File: src/rtl/cordic_pkg.sv
// Shared constants and types for the CORDIC angle front end and its core.
package cordic_pkg;

  localparam int unsigned PHASE_W = 10;
  localparam int unsigned ANG_W   = PHASE_W - 2;
  localparam int unsigned ITER    = 8;
  localparam int unsigned SETTLE  = 1;

  // Encodings kept identical to the legacy 2-bit state register.
  typedef enum logic [1:0] {
    ST_IDLE  = 2'd0,
    ST_START = 2'd1,
    ST_RUN   = 2'd2,
    ST_DONE  = 2'd3
  } state_e;

  typedef struct packed {
    logic swap;
    logic neg_cos;
    logic neg_sin;
  } quad_flags_t;

  function automatic quad_flags_t quad_flags(input logic [1:0] q);
    quad_flags_t f;
    case (q)
      2'd0:    f = '{swap: 1'b0, neg_cos: 1'b0, neg_sin: 1'b0};
      2'd1:    f = '{swap: 1'b1, neg_cos: 1'b1, neg_sin: 1'b0};
      2'd2:    f = '{swap: 1'b0, neg_cos: 1'b1, neg_sin: 1'b1};
      default: f = '{swap: 1'b1, neg_cos: 1'b0, neg_sin: 1'b1};
    endcase
    return f;
  endfunction

endpackage

File: src/rtl/cordic_angle_frontend_if.sv
// Phase-word valid/ready handshake into the CORDIC angle front end.
interface cordic_angle_frontend_if #(
  parameter int unsigned PHASE_W = cordic_pkg::PHASE_W
);
  logic               IN_VALID;
  logic               IN_READY;
  logic [PHASE_W-1:0] IN_PHASE;

  modport master (output IN_VALID, output IN_PHASE, input IN_READY);
  modport slave  (input IN_VALID, input IN_PHASE, output IN_READY);
endinterface

File: src/rtl/cordic_quadrant_map.sv
// Splits a full-circle phase into quadrant, first-quadrant angle and fix-up flags.
module cordic_quadrant_map #(
  parameter int unsigned PHASE_W = cordic_pkg::PHASE_W,
  parameter int unsigned ANG_W   = cordic_pkg::ANG_W
) (
  input  logic [PHASE_W-1:0]     phase,
  output logic [ANG_W-1:0]       angle,
  output logic [1:0]             quad,
  output cordic_pkg::quad_flags_t flags
);
  import cordic_pkg::*;

  always_comb begin
    quad  = phase[PHASE_W-1 -: 2];
    angle = phase[ANG_W-1:0];
    flags = quad_flags(quad);
  end
endmodule

File: src/rtl/cordic_angle_frontend.sv
// Accepts a phase word, drives the CORDIC core start pulse and angle, times the run.
module cordic_angle_frontend #(
  parameter int unsigned PHASE_W = cordic_pkg::PHASE_W,
  parameter int unsigned ANG_W   = cordic_pkg::ANG_W,
  parameter int unsigned ITER    = cordic_pkg::ITER,
  parameter int unsigned SETTLE  = cordic_pkg::SETTLE
) (
  input  logic                     CLK,
  input  logic                     RESET,
  cordic_angle_frontend_if.slave   in_bus,
  output logic [ANG_W-1:0]         CORE_ANGLE,
  output logic                     CORE_RESET_PULSE,
  output logic [1:0]               QUAD,
  output logic                     SWAP,
  output logic                     NEG_COS,
  output logic                     NEG_SIN,
  output logic                     BUSY,
  output logic                     DONE
);
  import cordic_pkg::*;

  localparam int unsigned     RUN_LEN  = ITER + SETTLE;
  localparam int unsigned     CNT_W    = (RUN_LEN > 1) ? $clog2(RUN_LEN) : 1;
  localparam logic [CNT_W-1:0] CNT_LAST = CNT_W'(RUN_LEN - 1);

  state_e            state;
  state_e            state_nxt;
  logic [CNT_W-1:0]  count;
  logic              accept;
  logic [ANG_W-1:0]  map_angle;
  logic [1:0]        map_quad;
  quad_flags_t       map_flags;

  cordic_quadrant_map #(
    .PHASE_W (PHASE_W),
    .ANG_W   (ANG_W)
  ) u_map (
    .phase (in_bus.IN_PHASE),
    .angle (map_angle),
    .quad  (map_quad),
    .flags (map_flags)
  );

  // Ready is gated by RESET so a word is never taken while the block is held.
  always_comb begin
    in_bus.IN_READY = RESET && (state == ST_IDLE);
    accept          = in_bus.IN_READY && in_bus.IN_VALID;
  end

  always_comb begin
    state_nxt = state;
    case (state)
      ST_IDLE:  if (accept) state_nxt = ST_START;
      ST_START: state_nxt = ST_RUN;
      ST_RUN:   if (count == CNT_LAST) state_nxt = ST_DONE;
      ST_DONE:  state_nxt = ST_IDLE;
      default:  state_nxt = ST_IDLE;
    endcase
  end

  // Status outputs are registered from the next state so they align with it.
  always_ff @(posedge CLK) begin
    if (!RESET) begin
      state            <= ST_IDLE;
      count            <= '0;
      CORE_ANGLE       <= '0;
      CORE_RESET_PULSE <= 1'b0;
      QUAD             <= '0;
      SWAP             <= 1'b0;
      NEG_COS          <= 1'b0;
      NEG_SIN          <= 1'b0;
      BUSY             <= 1'b0;
      DONE             <= 1'b0;
    end else begin
      state            <= state_nxt;
      CORE_RESET_PULSE <= (state_nxt != ST_START);
      BUSY             <= (state_nxt != ST_IDLE);
      DONE             <= (state_nxt == ST_DONE);

      if ((state == ST_RUN) && (state_nxt == ST_RUN)) begin
        if (count != CNT_LAST) count <= count + 1'b1;
      end else begin
        count <= '0;
      end

      if (accept) begin
        CORE_ANGLE <= map_angle;
        QUAD       <= map_quad;
        SWAP       <= map_flags.swap;
        NEG_COS    <= map_flags.neg_cos;
        NEG_SIN    <= map_flags.neg_sin;
      end
    end
  end
endmodule

File: src/flat_wrapper.sv
// flat-port wrapper written by rule: the top's interface ports become plain ports
module cordic_angle_frontend_flat import cordic_pkg::*;
#(
  parameter int unsigned PHASE_W = cordic_pkg::PHASE_W,
  parameter int unsigned ANG_W   = cordic_pkg::ANG_W,
  parameter int unsigned ITER    = cordic_pkg::ITER,
  parameter int unsigned SETTLE  = cordic_pkg::SETTLE
)
  (CLK, RESET, CORE_ANGLE, CORE_RESET_PULSE, QUAD, SWAP, NEG_COS, NEG_SIN, BUSY, DONE, in_bus_IN_VALID, in_bus_IN_PHASE, in_bus_IN_READY);
  cordic_angle_frontend_if #(.PHASE_W(PHASE_W)) in_bus_i ();
  input  logic CLK;
  input  logic RESET;
  output logic [ANG_W-1:0] CORE_ANGLE;
  output logic CORE_RESET_PULSE;
  output logic [1:0] QUAD;
  output logic SWAP;
  output logic NEG_COS;
  output logic NEG_SIN;
  output logic BUSY;
  output logic DONE;
  input wire logic [$bits(in_bus_i.IN_VALID)-1:0] in_bus_IN_VALID;
  input wire logic [$bits(in_bus_i.IN_PHASE)-1:0] in_bus_IN_PHASE;
  output wire logic [$bits(in_bus_i.IN_READY)-1:0] in_bus_IN_READY;
  assign in_bus_i.IN_VALID = in_bus_IN_VALID;
  assign in_bus_i.IN_PHASE = in_bus_IN_PHASE;
  assign in_bus_IN_READY = in_bus_i.IN_READY;
  cordic_angle_frontend #(.PHASE_W(PHASE_W), .ANG_W(ANG_W), .ITER(ITER), .SETTLE(SETTLE)) u_core (.CLK(CLK), .RESET(RESET), .in_bus(in_bus_i), .CORE_ANGLE(CORE_ANGLE), .CORE_RESET_PULSE(CORE_RESET_PULSE), .QUAD(QUAD), .SWAP(SWAP), .NEG_COS(NEG_COS), .NEG_SIN(NEG_SIN), .BUSY(BUSY), .DONE(DONE));
endmodule
File: config.mk
export PLATFORM = sky130hd
export DESIGN_NAME = cordic_angle_frontend_flat
export DESIGN_NICKNAME = d
export VERILOG_FILES = /design/src/rtl/cordic_pkg.sv /design/src/rtl/cordic_angle_frontend_if.sv /design/src/rtl/cordic_quadrant_map.sv /design/src/rtl/cordic_angle_frontend.sv /design/src/flat_wrapper.sv
export SDC_FILE = /design/constraint.sdc
export NUM_CORES = 1
export LEC_CHECK = 0
export CELL_PAD_IN_SITES_DETAIL_PLACEMENT = 2
export CELL_PAD_IN_SITES_GLOBAL_PLACEMENT = 2
export CORE_MARGIN = 5
export CORE_UTILIZATION = 29
export CTS_BUF_LIST = sky130_fd_sc_hd__clkbuf_8
export DETAILED_ROUTE_END_ITERATION = 16
export GPL_ROUTABILITY_DRIVEN = 0
export GPL_TIMING_DRIVEN = 0
export PLACE_DENSITY = 0.94
export RECOVER_POWER = 25
export REMOVE_ABC_BUFFERS = 1
export SLEW_MARGIN = 20
export SYNTH_ARGS = -nofsm -noshare
export SYNTH_HDL_FRONTEND = slang
export SYNTH_SLANG_ARGS = --single-unit
File: constraint.sdc
create_clock -name CLK -period 3 [get_ports CLK]
set_input_delay 0.6 -clock CLK [delete_from_list [all_inputs] [get_ports CLK]]
set_output_delay 0.6 -clock CLK [all_outputs]
set_load 0.01 [all_outputs]
==> run_results.csv, run 1 <==
group,metric,value,unit
timing,worst_pin_slew,896,ps
finish,finalNonFillerCells,179,
cts,clkTransAtPathRegs,80,ps
logic_synthesis,ys_types,22,
timing,maxSlewViolCount,0,
finish,final_nets,157,
timing,clock.fmax,0.380,GHz
pwr,p_switching,199,uW
critical_path,cp-end-kind,"output port",
logic_synthesis,ys_warn_count,0,
global_route,grt_pass1_wl,4900,um
cts,root_buffer,"clkbuf_8",
cts,numCtsBuffers,3,
min_path,hold_depth,2,
critical_path,ff2ff_path_depth,5,
finish,final-seq-area,440,um2
pwr,pwr-share-clk,30.0,%
timing,finClkSkew,1.51,ps
cts,cts_tree,"done",
global_route,grt_max_degree,23,
route,wl_per_cell,16.7,um
finish,final_core_util,42.6,%
pwr,ir_drop,345,uV
route,firstDrtPassIters,2,
finish,num-fill-cells,350,
critical_path,crit_start,"RESET",
global_route,gr-total-overflow,0,
critical_path,cp.arrival,2030,ps
placed_design,dp.cells,175,
global_route,antenna_found_initial,0,
logic_synthesis,yosys-top-cells-area,"dfxtp_1, ha_1, nand2_1, nand3_1, inv_1",
pwr,seqPwrFrac,46.4,%
timing,layout_min_cycle_time,2630,ps
die,die_area,4510,um2
route,wirelength,2980,um
global_route,grt_pass1_vias,994,
critical_path,worstPathRequired,2400,ps
die,die_h,67.2,um
global_route,gr-max-usage-layer,"met2",
die,die_w,67.2,um
placed_design,portBuffers,29,
logic_synthesis,syn-cell-area,948,um2
min_path,hp-class,"flop to flop",
outcome,status,"complete, no violations",
min_path,min_from,"u_core.CORE_ANGLE[0]$_SDFFE_PN0P_",
global_route,gr-usage-met2,27.7,%
die,core,3100,um2
logic_synthesis,syn_inst,107,
global_route,use_met3,4.16,%
critical_path,critPathLaunchType,"input pin",
global_route,grt_use_total,14.6,%
timing,fin_crit_sh,87.7,%
pwr,p_leak,0.569,nW
timing,slew_headroom,40.2,%
route,vias_per_cell,4.70,
finish,area_delta_synth_final,39.3,%
job,cap_viol_max_count,0,
min_path,holdPathEnd,"u_core.CORE_ANGLE[0]$_SDFFE_PN0P_",
timing,setup_tns,0,ps
die,io_pins,30,
logic_synthesis,ys_seq_area_share,46.4,%
die,initial_core_util,30.6,%
route,post-route-drc-count,0,
finish,multi_input_area,460,um2
logic_synthesis,yosys.area.top_type_share,46.4,%
pwr,p_int,520,uW
cts,cts_max_path_buffers,2,
critical_path,reg2reg_setup_slack,1150,ps
pwr,swShare,27.7,%
timing,hold_viol,0,
cts,cts_hold_buf,0,
pwr,power.density,544,nW/um2
finish,drive_gt1_share,4.44,%
logic_synthesis,synth.avg_cell_area,8.86,um2
route,drt_iter0_drc,12,
timing,rsz0062_at_grt,"no",
logic_synthesis,ys_ff_latch,22,
cts,htreeDepth,1,
critical_path,r2r_start,"u_core.state[0]$_SDFF_PN0_",
critical_path,crit_type,"input pin to output port",
logic_synthesis,synth.largest_area_cell,"dfxtp_1",
finish,diodes,0,
pwr,comb_power_share,23.6,%
global_route,met1_usage,15.8,%
die,rows,20,
critical_path,critical_path.max_fanout,22,
finish,layout_common_cells,"nand2_1, clkdlybuf4s50_1, dfxtp_1",
route,num_vias,841,
cts,clk-insertion-delay-late,260,ps
route,final_antenna_net_count,0,
critical_path,r2r_end,"u_core.BUSY$_SDFF_PN0_",
timing,setup_viol,0,
placed_design,dp_hpwl,2180,um
cts,clock-sinks,22,
## cell type report
cell class              instances  share of cell area, %
multi-input cells              73                   34.8
flip-flops and latches         22                   33.3
repair buffers                 29                   21.5
clock buffers                   4                   4.17
well taps                      44                   4.17
inverters                       7                   1.99
## synthesized netlist by cell type
| master | n |
|---|---|
| a221oi_2 | 1 |
| a21boi_1 | 1 |
| nand2_1 | 22 |
| nand3_1 | 12 |
| inv_1 | 7 |
| xor2_1 | 2 |
| o21a_1 | 2 |
| o21ai_1 | 5 |
| o211a_1 | 1 |
| nand4_1 | 3 |
| nor3b_1 | 2 |
| nor3_1 | 3 |
| and4b_1 | 2 |
| and2_1 | 2 |
| nor2_1 | 3 |
| buf_2 | 2 |
| nor2b_1 | 2 |
| clkbuf_1 | 3 |
| and4bb_4 | 1 |
| ha_1 | 8 |
| dfxtp_1 | 22 |
| and3_1 | 1 |
## kinds of logic after synthesis
kind of cell,count (synthesis),share of synthesized area [%]
adders and majority gates,8,10.6
buffers and inverters,12,5.01
and+or+nand+nor,53,28.5
xor gates and xnor gates,2,1.85
DFF,22,46.4
AOI/OAI and AO/OA,10,7.65
## power groups by stage
stage	clock network [mW]	logic, mW	registers [mW]
after floorplan	0	0.0649	0.351
after global placement	0	0.164	0.338
after detailed placement	0	0.176	0.341
after CTS	0.218	0.178	0.335
after global routing	0.232	0.188	0.338
final	0.216	0.170	0.334
## worst max-delay path by stage
stage,to,cells after the start,slack [ps]
5_1_grt,in_bus_IN_READY,3,240
2_1_floorplan,u_core.BUSY$_SDFF_PN0_,3,1530
3_3_place_gp,in_bus_IN_READY,3,80
6_report,in_bus_IN_READY,3,370
4_1_cts,in_bus_IN_READY,3,50
3_5_place_dp,in_bus_IN_READY,3,70
## flip-flops by register name (all words and copies together), names as in the netlist
register / cells
u_core.CORE_ANGLE: 8
u_core.BUSY: 1
u_core.NEG_COS: 1
u_core.QUAD: 2
u_core.CORE_RESET_PULSE: 1
u_core.NEG_SIN: 1
u_core.count: 4
u_core.DONE: 1
u_core.state: 2
u_core.SWAP: 1
## metal layers
| metal | routed length, um | part of all wire, % | vias to the layer above |
|---|---|---|---|
| met1 | 1210 | 41 | 405 |
| met4 | 0 | 0 | 0 |
| met5 | 0 | 0 | - |
| li1 | - | - | 415 |
| met2 | 1570 | 52 | 21 |
| met3 | 203 | 6.8 | 0 |
## worst max-delay path, stage by stage
cell and delay (ps):
clkbuf_1 650, and2_1 230, clkdlybuf4s50_1 540
## through the flow
step                      power (mW)  hold WS (ps)  instance area, um2  setup slack [ps]
after floorplan                0.415           469                 927              1530
after global placement         0.502           442                1270              85.0
after detailed placement       0.517           451                1270              72.2
after CTS                      0.731           468                1330              48.3
after global routing           0.758           491                1320               237
final                          0.719           465                1320               369
## what timing repair did
| item | 4_1_cts | 5_1_grt |
|---|---|---|
| resized for setup | 0 | 1 |
| setup endpoints to repair | 0 | 1 |
| buffers inserted | 0 | 0 |
No activity file was read; power rests on OpenSTA's default activity.
==> run 2: changes to the inputs <==
clock period = 3.06 ns   (was 3 ns; I/O delays follow)
==> results of run 2 <==
Same layout as run 1 (identical final DEF). Status: complete, no violations.
Among the figures that moved: setup slack after placement 72.2 ps -> 108 ps; setup slack after layout 369 ps -> 405 ps; register-to-register setup slack 1150 ps -> 1210 ps; total power 0.719 mW -> 0.705 mW; worst IR drop on VDD 345 uV -> 339 uV
==> run 3: changes to the inputs <==
SETUP_SLACK_MARGIN = 0.05   (was not set)
TNS_END_PERCENT = 5   (was not set)
==> results of run 3 <==
Same layout as run 1 (identical final DEF). Status: complete, no violations.
Among the figures that moved: setup slack after placement 72.2 ps -> 108 ps; setup slack after layout 369 ps -> 405 ps; register-to-register setup slack 1150 ps -> 1210 ps; total power 0.719 mW -> 0.705 mW; worst IR drop on VDD 345 uV -> 339 uV
